**src/rtl/countdown_timer_ctrl.sv**
```systemverilog
// rtl/countdown_timer_ctrl.sv - sequencer for a two-digit decimal countdown counter chain
module countdown_timer_ctrl #(
    parameter int unsigned TICK_DIV   = 31_500_000,
    parameter logic [3:0]  START_TENS = 4'd6,
    parameter logic [3:0]  START_ONES = 4'd0
) (
    input  logic       clk,
    input  logic       resetN,
    input  logic       start,
    input  logic       pause,
    input  logic       restart,
    input  logic       tc_ones,
    input  logic       tc_tens,
    output logic       loadN,
    output logic       ena,
    output logic       ena_cnt_ones,
    output logic       ena_cnt_tens,
    output logic [3:0] datain_ones,
    output logic [3:0] datain_tens,
    output logic       running,
    output logic       expired,
    output logic       time_up
);

    localparam int unsigned   PW   = (TICK_DIV > 2) ? $clog2(TICK_DIV) : 1;
    localparam logic [PW-1:0] LAST = PW'(TICK_DIV - 1);

    typedef enum logic [2:0] {
        S_IDLE,
        S_LOAD,
        S_RUN,
        S_PAUSE,
        S_EXPIRED
    } state_t;

    state_t        state_q, state_d;
    logic [PW-1:0] presc_q, presc_d;
    logic          load_run_q, load_run_d;   // LOAD target: 1 = RUN, 0 = IDLE
    logic          time_up_d;
    logic          loadN_q, running_q, expired_q, time_up_q;
    logic          at_zero;

    // Both digits at 0: the chain has reached 00
    assign at_zero = tc_ones & tc_tens;

    // Next-state and prescaler logic; restart outranks start, which outranks pause
    always_comb begin
        state_d    = state_q;
        presc_d    = presc_q;
        load_run_d = load_run_q;
        time_up_d  = 1'b0;
        if (restart) begin
            state_d    = S_LOAD;
            load_run_d = 1'b0;
        end else if (start) begin
            state_d    = S_LOAD;
            load_run_d = 1'b1;
        end else begin
            case (state_q)
                S_LOAD: begin
                    presc_d = '0;
                    state_d = load_run_q ? S_RUN : S_IDLE;
                end
                S_RUN: begin
                    if (at_zero) begin
                        // Stop before any further tick so the chain never wraps to 99
                        state_d   = S_EXPIRED;
                        time_up_d = 1'b1;
                    end else begin
                        // The pause cycle still counts, so resuming loses no prescaler time
                        presc_d = (presc_q == LAST) ? '0 : presc_q + PW'(1);
                        if (pause) begin
                            state_d = S_PAUSE;
                        end
                    end
                end
                S_PAUSE: begin
                    if (pause) begin
                        state_d = S_RUN;
                    end
                end
                default: begin
                    state_d = state_q;
                end
            endcase
        end
    end

    // State, prescaler and registered outputs
    always_ff @(posedge clk) begin
        if (!resetN) begin
            state_q    <= S_IDLE;
            presc_q    <= '0;
            load_run_q <= 1'b0;
            loadN_q    <= 1'b1;
            running_q  <= 1'b0;
            expired_q  <= 1'b0;
            time_up_q  <= 1'b0;
        end else begin
            state_q    <= state_d;
            presc_q    <= presc_d;
            load_run_q <= load_run_d;
            loadN_q    <= (state_d != S_LOAD);
            running_q  <= (state_d == S_RUN);
            expired_q  <= (state_d == S_EXPIRED);
            time_up_q  <= time_up_d;
        end
    end

    assign loadN        = loadN_q;
    assign running      = running_q;
    assign expired      = expired_q;
    assign time_up      = time_up_q;
    assign ena          = running_q & (presc_q == LAST) & ~at_zero;
    assign ena_cnt_ones = running_q;
    assign ena_cnt_tens = running_q & tc_ones;
    assign datain_ones  = START_ONES;
    assign datain_tens  = START_TENS;

endmodule

```
**config.mk**
```make
export PLATFORM = sky130hd
export DESIGN_NAME = countdown_timer_ctrl
export DESIGN_NICKNAME = d
export VERILOG_FILES = /design/src/rtl/countdown_timer_ctrl.sv
export SDC_FILE = /design/constraint.sdc
export NUM_CORES = 1
export LEC_CHECK = 0
export BUFFER_PORTS_ARGS = -buffer_cell sky130_fd_sc_hd__buf_4
export CAP_MARGIN = 10
export CORE_ASPECT_RATIO = 1.75
export CORE_MARGIN = 1
export CORE_UTILIZATION = 60
export CTS_CLUSTER_SIZE = 12
export DETAILED_ROUTE_END_ITERATION = 10
export GPL_ROUTABILITY_DRIVEN = 0
export PLACE_DENSITY = 0.82
export SLEW_MARGIN = 20
export SYNTH_ARGS = -nofsm -noshare
export SYNTH_HDL_FRONTEND = slang
export SYNTH_SLANG_ARGS = --single-unit
```
**constraint.sdc**
```tcl
create_clock -name clk -period 2.9 [get_ports clk]
set_input_delay 0.145 -clock clk [delete_from_list [all_inputs] [get_ports clk]]
set_output_delay 0.145 -clock clk [all_outputs]
set_load 0.03 [all_outputs]
```
==> reports/results.ini <==
[critical_path]
endpoint_kind = output pin
critical_path.startpoint = presc_q[16]
reg2reg_to = presc_q[22]
crit_type = reg2out
r2r_start = state_q[2]
crit_required_ns = 2.76
arrival_ns = 2.09
endpoint = ena
path_max_fanout = 6
reg2regPathDepth = 5
startpoint_type = flip-flop
r2r_setup_slack_ns = 0.72

[power_and_ir_drop]
p_leak_nw = 0.628
total_power_w = 0.000845
p_per_area_nw_per_um2 = 447
ir_drop_uv = 476

[placement]
dp_slack_ns = 0.707
port_buffers = 13
dp_hpwl_mm = 3.10
dp_cells = 237

[routing]
drt-initial-drc-count = 68
routed_wl_mm = 4.04
dr.pass1.iters = 4
vias_per_cell = 6.20
ant_nets = 0
vias = 1518
drc = 0
wl_per_cell_um = 16.5

[timing]
max_freq_mhz = 448
relSlewSlack = 0.494
layout_setup_ws_ns = 0.666
rsz0062_at_grt = no
fin_tns_setup_ns = 0
hold_viol_final = 0
period_needed_ns = 2.23
period_share = 0.770
clock_skew_ns = 0.00511
tightest_slew_ns = 0.737
setup_viol = 0
drv_slew = 0

[finish]
diodes = 0
final_cells = 245
final_util = 0.694
drive_above_1_share = 0.138
nNetsFinal = 225
fill_cells = 219
syn2layout_area_growth_pct = 8.17

[synth]
ys_seq_elements = 33
avgSynthCellArea_um2 = 8.52
netlist.area_leader.share = 0.378
yosys_warnings = 0
synth_edf_count = 0
postSynth.asyncResetShare = 0
synth-main-ff-cell = dfxtp_1
syn_inst = 205
synth.distinct_cells = 43
synth_seq_area_share = 0.378
yosysTopAreaCell = dfxtp_1
syn_area_um2 = 1750
synth_area_leaders = dfxtp_1, xnor2_1, buf_4, nor2_1, nor4_1

[clock_tree]
clk_latency_ns = 0.29
cts_root_buffer = clkbuf_8
clk_pin_slew_worst_paths_ns = 0.06
tritoncts = yes
cts_hold_buf = 0
htree_levels = 2
cts_setup_buffers = 0
cts_resized = 0
clk_path_buf_depth = 2
cts_buffers = 5
cts_sinks = 33

[floorplanning]
coreArea_um2 = 2720
start_util = 0.642
num_rows = 25
dieHeight_um = 73.4
die_x_um = 42.8
dieArea_um2 = 3140
ios = 22

[status]
status = completed

[grt]
antenna_found_initial = 0
grt_pass1_wl_mm = 6.84
track_usage = 0.293
first_global_vias = 1489
grt_max_degree = 23
gr-total-overflow = 0

[run]
max_cap_violations = 0

[worst_hold_path]
hp-class = in2reg
hp-start = restart

## worst max-delay path, cell delays in order (launching register included)
cell     delay, ns
dfxtp_1       0.36
or4_1         0.55
nor4_1        0.46
and4_1        0.27
buf_4         0.16
## kinds of logic after synthesis
group / after synthesis / share of synthesized area
compound gates: 24 / 0.0852
xor+xnor: 18 / 0.0903
fa+ha+maj: 1 / 0.00716
buf+inv: 19 / 0.0673
flops: 33 / 0.378
mux: 2 / 0.0115
other cells: 2 / 0.00430
simple gates: 106 / 0.356
## state kept, by name, indices dropped and copies added, names as in the netlist
name          flops
presc_q          25
state_q           3
ena_cnt_ones      1
expired           1
loadN             1
load_run_q        1
time_up           1
## power by group
part	switching, W	internal (W)
Sequential	0.00000329	0.000456
Combinational	0.0000441	0.0000162
Clock	0.000155	0.000170
Total	0.000203	0.000643
## synth_stat cells, types with 2 or more instances
library cell,n
nor4_1,11
and2_1,2
nor3_1,7
dfxtp_1,33
nor2_1,23
nand3_1,8
a31oi_1,2
a21oi_1,8
buf_4,12
nand2b_1,2
or3_1,2
nor2b_1,2
nor4b_1,4
mux2i_1,2
nand4_1,5
and4_4,2
inv_1,3
and4_2,2
nor3b_1,2
and3_1,2
nand2_1,17
clkbuf_1,3
nand4b_1,2
and4_1,2
o21ai_0,4
or4_1,4
conb_1,2
xnor2_1,17
o31ai_1,4
a21boi_0,3
## routing by layer
metal | up-vias | part of all wire | routed length (µm) | GRT usage
li1 | 743 | - | - | -
met1 | 733 | 0.35 | 1430 | 0.280
met2 | 32 | 0.59 | 2390 | 0.569
met3 | 10 | 0.027 | 109 | 0.0614
met4 | 0 | 0.026 | 104 | 0.135
met5 | - | 0 | 0 | 0
## placed cells by master (no fill, tap or decap), types with 2 or more instances in the layout
cell type  synthesis  routed
nand2b_1           2       2
xnor2_1           17      17
nand4_1            5       5
nor3_1             7       7
nor2b_1            2       2
mux2i_1            2       2
and4_4             2       2
and4_2             2       2
or3_1              2       2
o21ai_0            4       4
buf_4             12      15
and3_1             2       2
nor4_1            11      11
clkbuf_1           3       3
conb_1             2       8
and2_1             2       2
a21oi_1            8       8
nor2_1            23      23
inv_1              3       3
clkbuf_8           0       5
nand2_1           17      17
and4_1             2       2
nor4b_1            4       4
nand4b_1           2       2
nand3_1            8       8
a31oi_1            2       2
or4_1              4       4
a21boi_0           3       3
nor3b_1            2       2
dfxtp_1           33      33
o31ai_1            4       4
## stage by stage
step | area [µm²] | hold slack [ns]
floorplan | 1770 | 0.221
global placement | 1810 | 0.332
detailed placement | 1810 | 0.337
CTS | 1890 | 0.0302
global route | 1890 | 0.0322
finish | 1890 | 0.0359
## how the worst min path moves through the flow
stage / cells after the start / endpoint / slack (ns)
finish: 2 / load_run_q / 0.04
global route: 2 / load_run_q / 0.03
CTS: 2 / load_run_q / 0.03
detailed placement: 2 / load_run_q / 0.34
global placement: 2 / load_run_q / 0.33
floorplan: 1 / load_run_q / 0.22
## layout make-up
type                            count  area, µm²  share of cell area
Multi-Input combinational cell    159        991               0.525
Sequential cell                    33        661               0.350
Timing Repair Buffer               15        113              0.0596
Clock buffer                        8       80.1              0.0424
Tap cell                           27       33.8              0.0179
Inverter                            3       11.3             0.00596
Note: power is estimated with default switching activity, not from simulation.
